### src/rtl/iwrr_pkg.sv
// Shared definitions for the IWRR credit tracker: FSM state encoding and
// default sizing for requesters, weights and the round counter.
package iwrr_pkg;

    localparam int DEF_REQUESTER_NUM = 3;
    localparam int DEF_WEIGHT_W      = 2;
    localparam int DEF_ROUND_CNT_W   = 8;

    typedef enum logic [1:0] {
        S_UNCFG  = 2'd0,
        S_RUN    = 2'd1,
        S_RELOAD = 2'd2
    } state_t;

endpackage

### src/rtl/iwrr_credit_tracker_if.sv
// Arbiter <-> credit tracker bundle. The master is the arbiter/config side,
// the slave is the credit tracker.
interface iwrr_credit_tracker_if
    import iwrr_pkg::*;
#(
    parameter int P_REQUESTER_NUM = DEF_REQUESTER_NUM,
    parameter int P_WEIGHT_W      = DEF_WEIGHT_W,
    parameter int P_ROUND_CNT_W   = DEF_ROUND_CNT_W
) ();

    logic [0:P_REQUESTER_NUM*P_WEIGHT_W-1] req_weight_i;
    logic                                  weight_load_i;
    logic [P_REQUESTER_NUM-1:0]            req_i;
    logic [P_REQUESTER_NUM-1:0]            grant_i;
    logic                                  round_comp_i;
    logic [P_REQUESTER_NUM-1:0]            eligible_o;
    logic [P_REQUESTER_NUM-1:0]            req_weight_remain_o;
    logic [0:P_REQUESTER_NUM*P_WEIGHT_W-1] credit_o;
    logic                                  cfg_valid_o;
    logic [P_ROUND_CNT_W-1:0]              round_cnt_o;
    logic                                  grant_err_o;

    modport master (
        output req_weight_i, weight_load_i, req_i, grant_i, round_comp_i,
        input  eligible_o, req_weight_remain_o, credit_o, cfg_valid_o,
               round_cnt_o, grant_err_o
    );

    modport slave (
        input  req_weight_i, weight_load_i, req_i, grant_i, round_comp_i,
        output eligible_o, req_weight_remain_o, credit_o, cfg_valid_o,
               round_cnt_o, grant_err_o
    );

endinterface

### src/rtl/iwrr_credit_cnt.sv
// One requester's credit down-counter: load has priority over decrement,
// and the decrement saturates at zero.
module iwrr_credit_cnt #(
    parameter int P_WEIGHT_W = 2
) (
    input  logic                  clk,
    input  logic                  rst,
    input  logic                  load,
    input  logic [P_WEIGHT_W-1:0] load_val,
    input  logic                  dec,
    output logic [P_WEIGHT_W-1:0] cnt,
    output logic                  zero,
    output logic                  gt1
);

    localparam logic [P_WEIGHT_W-1:0] ONE = P_WEIGHT_W'(1);

    // NOTE: sequential state uses <= so every flop samples pre-edge values.
    always_ff @(posedge clk) begin
        if (rst) begin
            cnt <= '0;
        end else if (load) begin
            cnt <= load_val;
        end else if (dec && !zero) begin
            cnt <= cnt - ONE;
        end
    end

    assign zero = (cnt == '0);
    assign gt1  = (cnt > ONE);

endmodule

### src/rtl/iwrr_credit_tracker.sv
// IWRR per-requester credit bank with active/shadow weights and round reload.
// Optional IWRR_CREDIT_AUTO_RELOAD_EN: reload when all requesters are exhausted.
module iwrr_credit_tracker
    import iwrr_pkg::*;
#(
    parameter int P_REQUESTER_NUM = DEF_REQUESTER_NUM,
    parameter int P_WEIGHT_W      = DEF_WEIGHT_W,
    parameter int P_ROUND_CNT_W   = DEF_ROUND_CNT_W
) (
    input logic                  clk,
    input logic                  rst,
    iwrr_credit_tracker_if.slave bus
);

    localparam int N = P_REQUESTER_NUM;
    localparam int W = P_WEIGHT_W;

    state_t               state, state_nxt;
    logic [0:N*W-1]       active_w, shadow_w, reload_w, load_w;
    logic                 pending;
    logic [P_ROUND_CNT_W-1:0] round_cnt;
    logic                 grant_err;
    logic                 cnt_load;
    logic [W-1:0]         cnt      [N];
    logic                 cnt_zero [N];
    logic                 cnt_gt1  [N];
    logic [N-1:0]         has_credit, dec;
    logic                 onehot0, auto_reload, boundary, grant_bad;

    for (genvar n = 0; n < N; n++) begin : g_cnt
        iwrr_credit_cnt #(.P_WEIGHT_W(W)) u_cnt (
            .clk      (clk),
            .rst      (rst),
            .load     (cnt_load),
            .load_val (load_w[(n+1)*W-1 -: W]),
            .dec      (dec[n]),
            .cnt      (cnt[n]),
            .zero     (cnt_zero[n]),
            .gt1      (cnt_gt1[n])
        );
    end

    // A pending shadow update takes effect in the same reload that copies it.
    assign reload_w = pending ? shadow_w : active_w;

    always_comb begin
        for (int n = 0; n < N; n++) has_credit[n] = !cnt_zero[n];
        onehot0 = ((bus.grant_i & (bus.grant_i - N'(1))) == '0);
        dec     = (state == S_RUN && onehot0) ? (bus.grant_i & has_credit) : '0;
`ifdef IWRR_CREDIT_AUTO_RELOAD_EN
        auto_reload = (bus.req_i != '0) && ((bus.req_i & has_credit) == '0);
`else
        auto_reload = 1'b0;
`endif
        boundary  = bus.round_comp_i || auto_reload;
        grant_bad = (bus.grant_i != '0) && (state != S_RELOAD) &&
                    (!onehot0 || ((bus.grant_i & ~has_credit) != '0) || state == S_UNCFG);
    end

    // NOTE: every always_comb output gets a default first so no latch is inferred.
    always_comb begin
        state_nxt = state;
        cnt_load  = 1'b0;
        load_w    = reload_w;
        case (state)
            S_UNCFG: begin
                if (bus.weight_load_i) begin
                    state_nxt = S_RUN;
                    cnt_load  = 1'b1;
                    load_w    = bus.req_weight_i;
                end
            end
            S_RUN: begin
                if (boundary) state_nxt = S_RELOAD;
            end
            S_RELOAD: begin
                cnt_load  = 1'b1;
                state_nxt = S_RUN;
            end
            default: state_nxt = S_UNCFG;
        endcase
    end

    always_ff @(posedge clk) begin
        if (rst) begin
            state     <= S_UNCFG;
            active_w  <= '0;
            shadow_w  <= '0;
            pending   <= 1'b0;
            round_cnt <= '0;
            grant_err <= 1'b0;
        end else begin
            state <= state_nxt;
            if (grant_bad) grant_err <= 1'b1;
            if (state == S_UNCFG && bus.weight_load_i) begin
                active_w <= bus.req_weight_i;
                shadow_w <= bus.req_weight_i;
            end
            if (state == S_RELOAD) begin
                if (pending) active_w <= shadow_w;
                pending   <= 1'b0;
                round_cnt <= round_cnt + P_ROUND_CNT_W'(1);
            end
            // A load arriving during the reload cycle is kept for the next round.
            if (state != S_UNCFG && bus.weight_load_i) begin
                shadow_w <= bus.req_weight_i;
                pending  <= 1'b1;
            end
        end
    end

    always_comb begin
        bus.credit_o = '0;
        for (int n = 0; n < N; n++) begin
            bus.credit_o[(n+1)*W-1 -: W]   = cnt[n];
            bus.eligible_o[n]          = bus.req_i[n] && has_credit[n] && (state != S_RELOAD);
            bus.req_weight_remain_o[n] = cnt_gt1[n];
        end
    end

    assign bus.cfg_valid_o = (state != S_UNCFG);
    assign bus.round_cnt_o = round_cnt;
    assign bus.grant_err_o = grant_err;

endmodule
### src/flat_wrapper.sv
// flat-port wrapper written by rule: the top's interface ports become plain ports
module iwrr_credit_tracker_flat import iwrr_pkg::*;
#(
    parameter int P_REQUESTER_NUM = DEF_REQUESTER_NUM,
    parameter int P_WEIGHT_W      = DEF_WEIGHT_W,
    parameter int P_ROUND_CNT_W   = DEF_ROUND_CNT_W
)
  (clk, rst, bus_req_weight_i, bus_weight_load_i, bus_req_i, bus_grant_i, bus_round_comp_i, bus_eligible_o, bus_req_weight_remain_o, bus_credit_o, bus_cfg_valid_o, bus_round_cnt_o, bus_grant_err_o);
  iwrr_credit_tracker_if #(.P_REQUESTER_NUM(P_REQUESTER_NUM), .P_WEIGHT_W(P_WEIGHT_W), .P_ROUND_CNT_W(P_ROUND_CNT_W)) bus_i ();
  input logic clk;
  input logic rst;
  input wire logic [$bits(bus_i.req_weight_i)-1:0] bus_req_weight_i;
  input wire logic [$bits(bus_i.weight_load_i)-1:0] bus_weight_load_i;
  input wire logic [$bits(bus_i.req_i)-1:0] bus_req_i;
  input wire logic [$bits(bus_i.grant_i)-1:0] bus_grant_i;
  input wire logic [$bits(bus_i.round_comp_i)-1:0] bus_round_comp_i;
  output wire logic [$bits(bus_i.eligible_o)-1:0] bus_eligible_o;
  output wire logic [$bits(bus_i.req_weight_remain_o)-1:0] bus_req_weight_remain_o;
  output wire logic [$bits(bus_i.credit_o)-1:0] bus_credit_o;
  output wire logic [$bits(bus_i.cfg_valid_o)-1:0] bus_cfg_valid_o;
  output wire logic [$bits(bus_i.round_cnt_o)-1:0] bus_round_cnt_o;
  output wire logic [$bits(bus_i.grant_err_o)-1:0] bus_grant_err_o;
  assign bus_i.req_weight_i = bus_req_weight_i;
  assign bus_i.weight_load_i = bus_weight_load_i;
  assign bus_i.req_i = bus_req_i;
  assign bus_i.grant_i = bus_grant_i;
  assign bus_i.round_comp_i = bus_round_comp_i;
  assign bus_eligible_o = bus_i.eligible_o;
  assign bus_req_weight_remain_o = bus_i.req_weight_remain_o;
  assign bus_credit_o = bus_i.credit_o;
  assign bus_cfg_valid_o = bus_i.cfg_valid_o;
  assign bus_round_cnt_o = bus_i.round_cnt_o;
  assign bus_grant_err_o = bus_i.grant_err_o;
  iwrr_credit_tracker #(.P_REQUESTER_NUM(P_REQUESTER_NUM), .P_WEIGHT_W(P_WEIGHT_W), .P_ROUND_CNT_W(P_ROUND_CNT_W)) u_core (.clk(clk), .rst(rst), .bus(bus_i));
endmodule
### config.mk
export PLATFORM = sky130hd
export DESIGN_NAME = iwrr_credit_tracker_flat
export DESIGN_NICKNAME = d
export VERILOG_FILES = /design/src/rtl/iwrr_pkg.sv /design/src/rtl/iwrr_credit_tracker_if.sv /design/src/rtl/iwrr_credit_cnt.sv /design/src/rtl/iwrr_credit_tracker.sv /design/src/flat_wrapper.sv
export SDC_FILE = /design/constraint.sdc
export NUM_CORES = 1
export LEC_CHECK = 0
export BUFFER_PORTS_ARGS = -buffer_cell sky130_fd_sc_hd__buf_2
export CAP_MARGIN = 5
export CORE_ASPECT_RATIO = 0.7
export CORE_MARGIN = 8
export CORE_UTILIZATION = 33
export CTS_CLUSTER_DIAMETER = 60
export CTS_CLUSTER_SIZE = 16
export DETAILED_ROUTE_END_ITERATION = 6
export REMOVE_ABC_BUFFERS = 1
export SLEW_MARGIN = 0
export SYNTH_ARGS = -nofsm -noshare
export SYNTH_HDL_FRONTEND = slang
export SYNTH_SLANG_ARGS = --single-unit
### constraint.sdc
create_clock -name clk -period 5.4 [get_ports clk]
set_clock_uncertainty 0.1 [all_clocks]
set_input_delay 0.27 -clock clk [delete_from_list [all_inputs] [get_ports clk]]
set_output_delay 0.27 -clock clk [all_outputs]
set_load 0.005 [all_outputs]
Yosys cells after proc, flatten, opt, wreduce, memory -nomap -nowiden
Index checks and enable logic that the tools add are counted.
Storage, ports and cells
  output and inout port bits: 22
  logic and storage cells: 82
  input port bits: 16
  register bits after elaboration: 30
Cells by class
  reduce and logical (&&, ||, !) cells: 34
  bitwise logic cells: 4
  $add $sub $neg: 5
  mux-type cells: 22
  magnitude comparators: 3
  equal/unequal tests: 5
Operator list (number)
  6-bit 2-to-1 mux: 8
  2-bit 2-to-1 mux: 8
  1-bit logical AND: 14
  2-bit nonzero test: 6
  3-bit bitwise AND: 3
  8-bit by 1-bit adder with 8-bit output, second input constant: 1
  2-bit logical NOT: 4
  2-bit by 1-bit greater-than comparator with 1-bit output, second input constant: 3
  2-bit inequality test, second input constant: 3
  2-bit case mux with 3 select lines: 1
  3-bit nonzero test: 2
  2-bit by 1-bit subtractor with 2-bit output, second input constant: 3
  1-bit logical NOT: 4
  3-bit logical NOT: 1
  1-bit 2-to-1 mux: 3
  3-bit 2-to-1 mux: 1
  3-bit NOT: 1
  3-bit by 1-bit subtractor with 3-bit output, second input constant: 1
  2-bit by 1-bit == test with 1-bit output, second input constant: 1
  2-bit == test, second input constant: 1
  1-bit logical OR: 2
  1-bit case mux with 2 select lines: 1
  2-bit AND reduction: 1

Depth between registers and ports, before layout
Gate-level depths: netlist (run 1).
  word-level depth: 8
  mapped depth: 6
  gate-level depth less buffers: 6

By module
A second synthesis (run 1) with hierarchy kept.
Unflattened totals
  cell total of the unflattened synthesis: 193
  area, all modules: 1694.1 um2
Modules (own cells, without submodules)
  iwrr_credit_tracker: seq. area each 480.5 um2, area an instance 1266.2 um2, instances 1, cells each 145
  iwrr_credit_cnt: seq. area each 40.0 um2, area an instance 142.6 um2, instances 3, cells each 16

Worst setup path before layout (run 1)
No wires, ideal clock.
  kind: reg2reg
  start point: reg u_core.state[0]
  end point: reg u_core.g_cnt[1].u_cnt.cnt[1]
  cell stages (with the launch flop): 5
  period minus slack after synthesis: 1.792 ns
  path slack: 3.608 ns
  buffers on the path: 0
  arrival: 1.618 ns
  required time: 5.226 ns
  setup time: 0.074 ns
  path through: dfxtp_1 -> or3b_1 -> or4b_4 -> mux2_4 -> o22ai_2
Between the ends
  cells in the longest elaborated chain, start to end: 5
  elaborated cells on any way between the ends: 10
  those cells by class: 2 x eq/ne; 4 x mux; 4 x reduce/logical
Ends and longest elaborated chain
  start: declaration: line iwrr_credit_tracker.sv:18  | state_t state, state_nxt;
  start signal: assignment: line iwrr_credit_tracker.sv:93  | state <= state_nxt;
  2-bit by 1-bit == test with 1-bit output: line iwrr_credit_tracker.sv:49  | dec = (state == S_RUN && onehot0) ? (bus.grant_i & has_credit) : '0;
  1-bit logical AND: line iwrr_credit_tracker.sv:49
  3-bit 2-to-1 mux: line iwrr_credit_tracker.sv:49
  1-bit logical AND: line iwrr_credit_cnt.sv:24  | end else if (dec && !zero) begin
  2-bit nonzero test (no source line)
  end signal: assignment: line iwrr_credit_cnt.sv:23  | cnt <= load_val;
  end signal: assignment: line iwrr_credit_cnt.sv:25  | cnt <= cnt - ONE;
  end: declaration: line iwrr_credit_cnt.sv:11  | output logic [P_WEIGHT_W-1:0] cnt,
Parallel ways exist; a longest one is shown, timed or not.
A chain may end at the register's enable or synchronous reset.

Worst setup path after layout (run 1)
  start point: reg u_core.state[1]
  end point: reg u_core.active_w[1] (netlist bit)
Between the ends
  cells in the longest elaborated chain, start to end: 5
  elaborated cells on any way between the ends: 6
  those cells by class: 1 x eq/ne; 3 x mux; 2 x reduce/logical
Ends and longest elaborated chain
  2-bit logical NOT: line iwrr_credit_tracker.sv:95  | if (state == S_UNCFG && bus.weight_load_i) begin
  1-bit logical AND: line iwrr_credit_tracker.sv:95
  6-bit 2-to-1 mux: line iwrr_credit_tracker.sv:95
  6-bit 2-to-1 mux: line iwrr_credit_tracker.sv:100  | if (pending) active_w <= shadow_w;
  6-bit 2-to-1 mux *: line iwrr_credit_tracker.sv:99  | if (state == S_RELOAD) begin
  end signal: assignment: line iwrr_credit_tracker.sv:96  | active_w <= bus.req_weight_i;
  end signal: assignment: line iwrr_credit_tracker.sv:100
  end: declaration: line iwrr_credit_tracker.sv:19  | logic [0:N*W-1] active_w, shadow_w, reload_w, load_w;
Mark *: on every way between the ends. The rest lies on a longest branch, timed or not.

==> flow_metrics.tcl, run 1 <==
set metrics [dict create \
    synth_warnings 0 \
    avgSynthCellArea_sq_um 9.02 \
    slew_headroom_pct 36.3 \
    htree_levels 2 \
    setup-violations-final 0 \
    drive_gt1_share_pct 25.0 \
    cts_made_buffers 5 \
    critPathCaptureType "flop" \
    min_path_type "primary input to flop" \
    layout_min_cycle_time_ns 2.26 \
    post_cts_buffers 0 \
    antenna_found_initial 0 \
    grt_use_total_pct 10.3 \
    synth.area.top_cells "dfxtp_1 38%, mux2i_1 13%, nor2_1 7.8%, ha_1 5.5%, a211oi_1 5.2%" \
    postPlaceCellArea_sq_mm 0.00178 \
    final_area_sq_mm 0.00187 \
    place_ws_ns 3.18 \
    utilization_pct 39.9 \
    clk_pin_slew_ns 0.06 \
    core-area_sq_mm 0.00470 \
    clock_sinks 30 \
    ys_seq_elements 30 \
    fillerInstances 476 \
    grt_start_max_net_pins 32 \
    vias_per_cell 4.83 \
    start_kind "flop" \
    pwr-share-clk_pct 36.0 \
    maxCapViolCount 0 \
    power_leakage_nw 0.826 \
    die_w_um 98.9 \
    power.internal_w 0.000376 \
    status "finished clean" \
    synth_top_area_share_pct 37.8 \
    drc_errors 0 \
    netlist_area_sq_mm 0.00159 \
    p_seq_share_pct 47.8 \
    n_antenna_cell 0 \
    ys_seq_area_share_pct 37.8 \
    finalWorstSetupSlack_ns 3.14 \
    sw_frac_of_total_pct 27.0 \
    worst_pin_slew_ns 0.951 \
    cp.arrival_ns 2.30 \
    drtIter0Drc 66 \
    tns_ns 0 \
    hold_viol_final 0 \
    p_sw_w 0.000139 \
    ant_nets 0 \
    drv_slew 0 \
    final_nets 230 \
    fmax_mhz 442 \
    cts_resized 0 \
    cts_tree "built" \
    synthCells 176 \
    vdd_ir_drop_max_uv 70.1 \
    grt_pass1_wl_um 5930 \
    power_density_mw_per_mm2 275 \
    dpl.hpwl_um 2600 \
    postSynth.asyncResetShare_pct 0 \
    multi_input_area_sq_um 900 \
    dieArea_sq_mm 0.00732 \
    wirelength_um 3650 \
    layout_common_cells "37 x buf_2, 33 x nor2_1, 30 x dfxtp_1, 20 x mux2i_1, 11 x a211oi_1" \
    worstSkewPairLatency_ns 0.28 \
    place_congestion 0.727 \
    port_buffers 37 \
    worstPathRequired_ns 5.44 \
    detailedRoute.firstPassIterationCount 4 \
    start_util_pct 33.8 \
    regArea_sq_um 601 \
    areaGrowthSynthToFinish_pct 18.0 \
    grt_pass1_vias 1202 \
    layout_commonest_cell "buf_2" \
    synth-edff-count 0 \
    synth_top_cell_by_area "dfxtp_1" \
    ctsHoldBuffers 0 \
    synth_cell_types 41 \
    wire_per_inst_um 13.8 \
    clk_path_buf_depth 2 \
    power_frac_comb_pct 16.2 \
    ios 38 \
    rsz0062_at_grt "false" \
    grt-ovfl-total 0 \
    vias 1280 \
    crit_fanout 12 \
    synth_flop_cell "dfxtp_1" \
    die_h_um 74.0 \
    setup.worst_path.class "flop to flop" \
    cts_root_buffer "clkbuf_8" \
    period_share_pct 41.9 \
    rows 21 \
]
-- cells in the mapped netlist, types with 2 or more instances --
cell and n:
inv_1 7, xor2_1 5, nand2_1 4, dfxtp_1 30, o21ai_0 3, buf_1 2, and4b_1 2, nand3_1 2
buf_4 3, xnor2_1 3, ha_1 7, a21oi_1 6, o21bai_1 2, or2_2 2, a211oi_1 11, nor2b_1 2
nor3b_1 3, nor3_1 2, nor2_1 33, mux2i_1 20, clkbuf_1 7
-- worst max-delay path, stage by stage, from the launching register on --
cell and delay [ns]:
dfxtp_1 0.56, nor2b_1 0.78, nand2_1 0.44, nor2_1 0.18
a211oi_1 0.06
-- registers in the layout (all words and copies together), names as in the netlist --
register	flops
u_core.g_cnt.u_cnt.cnt	6
u_core.state	2
u_core.bus.round_cnt_o	8
u_core.active_w	6
u_core.bus.grant_err_o	1
u_core.shadow_w	6
u_core.pending	1
-- power by group through the flow --
| stage | combinational [W] | clock (W) | sequential, W |
|---|---|---|---|
| after global placement | 0.0000830 | 0 | 0.000251 |
| after detailed placement | 0.0000835 | 0 | 0.000251 |
| after floorplan | 0.0000507 | 0 | 0.000249 |
| after CTS | 0.0000843 | 0.000191 | 0.000246 |
| final | 0.0000836 | 0.000185 | 0.000246 |
| after global routing | 0.0000939 | 0.000201 | 0.000248 |
-- logic make-up (layout without fill, tap and decap cells) --
kind of cell               after synthesis  after routing  share of synthesized area (%)
AOI/OAI and AO/OA                       30             30                           13.2
xor gates and xnor gates                 8              8                           4.41
adders and majority gates                7              7                           5.52
buffers and inverters                   20             52                           5.52
DFF                                     30             30                           37.8
muxes                                   22             22                           14.3
and+or+nand+nor                         59             59                           19.2
-- routing by layer --
metal / up-vias / track usage [%] / part of all wire [%]
met2: 30 / 14.0 / 39
met3: 5 / 4.67 / 8.2
met5: - / 0 / 0
met4: 0 / 5.08 / 1.6
li1: 676 / - / -
met1: 569 / 13.3 / 51
-- metrics by stage --
step	power [W]	std cells	hold slack, ns
CTS	0.000522	265	0.159
detailed placement	0.000335	257	0.400
finish	0.000515	265	0.166
global placement	0.000334	257	0.369
global route	0.000543	265	0.162
floorplan	0.000300	163	0.239
-- layout make-up --
| cell class | count | area share (%) |
|---|---|---|
| Multi-Input combinational cell | 126 | 48.0 |
| Clock inverter | 1 | 0.267 |
| Clock buffer | 7 | 4.61 |
| Timing Repair Buffer | 37 | 9.88 |
| Sequential cell | 30 | 32.0 |
| Tap cell | 57 | 3.81 |
| Inverter | 7 | 1.40 |
-- path summary, 6_finish.rpt --
path	start	end	slack [ns]	cells past startpoint
setup / recovery	u_core.state[1]$_SDFFE_PP0P_	u_core.active_w[1]$_SDFF_PP0_	3.14	4
hold / removal	bus_round_comp_i	u_core.state[1]$_SDFFE_PP0P_	0.17	2
setup reg to reg	u_core.state[1]$_SDFFE_PP0P_	u_core.active_w[1]$_SDFF_PP0_	3.14	4
hold reg to reg	u_core.bus.round_cnt_o[7]$_SDFFE_PP0P_	u_core.bus.round_cnt_o[7]$_SDFFE_PP0P_	0.40	2
(Power assumes the default switching activity.)
==> run 2, diff against run 1 <==
Clock period 5.4 ns to 1.9 ns, I/O delays scaled along.
==> flow_metrics.tcl, run 2 (synthesized netlist as in run 1, its figures left out) <==
set metrics [dict create \
    cts_tree "built" \
    wirelength_um 3740 \
    clk_path_buf_depth 2 \
    drc_errors 0 \
    detailedRoute.firstPassIterationCount 4 \
    grt_start_max_net_pins 32 \
    clk_pin_slew_ns 0.07 \
    dieArea_sq_mm 0.00732 \
    worstSkewPairLatency_ns 0.28 \
    final_nets 250 \
    grt_pass1_wl_um 6180 \
    port_buffers 37 \
    cts_root_buffer "clkbuf_8" \
    grt-ovfl-total 0 \
    tns_ns 0 \
    power_leakage_nw 0.931 \
    die_w_um 98.9 \
    antenna_found_initial 0 \
    vias_per_cell 4.80 \
    layout_commonest_cell "buf_2" \
    critPathCaptureType "flop" \
    clock_sinks 30 \
    fillerInstances 469 \
    drtIter0Drc 44 \
    grt_use_total_pct 10.7 \
    largest_reg_flops 8 \
    layout_common_cells "37 x buf_2, 33 x nor2_1, 30 x dfxtp_1, 20 x mux2i_1, 13 x buf_4" \
    rsz0062_at_grt "false" \
    cpMaxStageDelayCell "or4b_4" \
    drive_gt1_share_pct 29.4 \
    place_congestion 0.709 \
    hold_viol_final 0 \
    setup.worst_path.class "flop to flop" \
    critPathMaxStageDelay_ns 0.54 \
    crit_fanout 2 \
    cts_made_buffers 5 \
    vdd_ir_drop_max_uv 236 \
    dpl.hpwl_um 2790 \
    n_antenna_cell 0 \
    crit_family "simple AND/OR/NAND/NOR gates" \
    start_util_pct 33.8 \
    worstPathRequired_ns 2.02 \
    slew_headroom_pct 61.9 \
    wire_per_inst_um 13.1 \
    vias 1369 \
    drv_slew 0 \
    die_h_um 74.0 \
    period_share_pct 96.1 \
    start_kind "flop" \
    grt_pass1_vias 1272 \
    ios 38 \
    layout_min_cycle_time_ns 1.83 \
    power_density_mw_per_mm2 769 \
    path_cells "or3b_1 > or4b_4 > mux2_4 > o22ai_2" \
    htree_levels 2 \
    setup-violations-final 0 \
    status "finished clean" \
    min_path_type "primary input to flop" \
    fmax_mhz 548 \
    final_area_sq_mm 0.00207 \
    ant_nets 0 \
    worst_pin_slew_ns 0.571 \
    cp_num_buf_inv 0 \
    maxCapViolCount 0 \
    rows 21 \
    cp.arrival_ns 1.94 \
    core-area_sq_mm 0.00470 \
    post_cts_buffers 0 \
    areaGrowthSynthToFinish_pct 30.1 \
    postPlaceCellArea_sq_mm 0.00188 \
]
==> run 2: cell count changes in the layout (fill, tap and decap cells not counted), sizes merged <==
cell,change
clkinv,-1
clkbuf,+1
buf,+13
dlygate4sd3,+7
==> run 2: final cells by class <==
| type | instances | area (sq um) | area share (%) |
|---|---|---|---|
| multi-input cells | 126 | 905 | 43.8 |
| flip-flops and latches | 30 | 601 | 29.1 |
| repair buffers | 57 | 353 | 17.1 |
| clock buffers | 8 | 110 | 5.33 |
| well taps | 57 | 71.3 | 3.45 |
| inverters | 7 | 26.3 | 1.27 |
==> run 2: repair_timing <==
action / in CTS / in global routing
gates resized for setup: 0 / 1
endpoints found under the setup margin: 0 / 1
hold buffers: 7 / 0
endpoints found under the hold margin: 8 / 0
==> run 2: per-layer routing <==
| metal | share of wire [%] | vias up | global-route usage [%] |
|---|---|---|---|
| met5 | 0 | - | 0 |
| met4 | 2.2 | 0 | 6.09 |
| met3 | 7.2 | 8 | 4.30 |
| met2 | 40 | 37 | 15.3 |
| met1 | 50 | 608 | 13.3 |
| li1 | - | 716 | - |
==> run 2: worst paths after layout <==
check / from / endpoint / slack [ns] / depth (start not counted)
max: u_core.state[1]$_SDFFE_PP0P_ / u_core.g_cnt[1].u_cnt.cnt[1]$_SDFFE_PP0P_ / 0.07 / 4
min: bus_grant_i[2] / u_core.bus.grant_err_o$_SDFFE_PP0P_ / 0.02 / 3
max reg2reg: u_core.state[1]$_SDFFE_PP0P_ / u_core.g_cnt[1].u_cnt.cnt[1]$_SDFFE_PP0P_ / 0.07 / 4
min reg2reg: u_core.bus.round_cnt_o[7]$_SDFFE_PP0P_ / u_core.bus.round_cnt_o[7]$_SDFFE_PP0P_ / 0.39 / 2
==> run 2: per-stage QoR <==
step / std cells / util (%) / hold WS, ns / setup WS [ns] / total power (W)
final: 285 / 43.9 / 0.0219 / 0.0736 / 0.00159
after global routing: 285 / 43.9 / 0.0326 / 0.0164 / 0.00167
after detailed placement: 270 / 40.0 / 0.282 / 0.0813 / 0.000978
after floorplan: 163 / - / 0.0641 / -0.0515 / 0.000852
after global placement: 270 / 40.0 / 0.267 / 0.105 / 0.000977
after CTS: 285 / 43.8 / 0.0190 / 0.0648 / 0.00161
==> run 2: report_power, final <==
group	internal [W]	switching, W
sequential	0.000665	0.0000234
combinational	0.000146	0.000142
clock	0.000366	0.000246
==> run 2: worst reg2reg max path, stage by stage, from the launching register on <==
cell	delay (ns)
dfxtp_1	0.31
or3b_1	0.39
or4b_4	0.54
mux2_4	0.32
o22ai_2	0.10
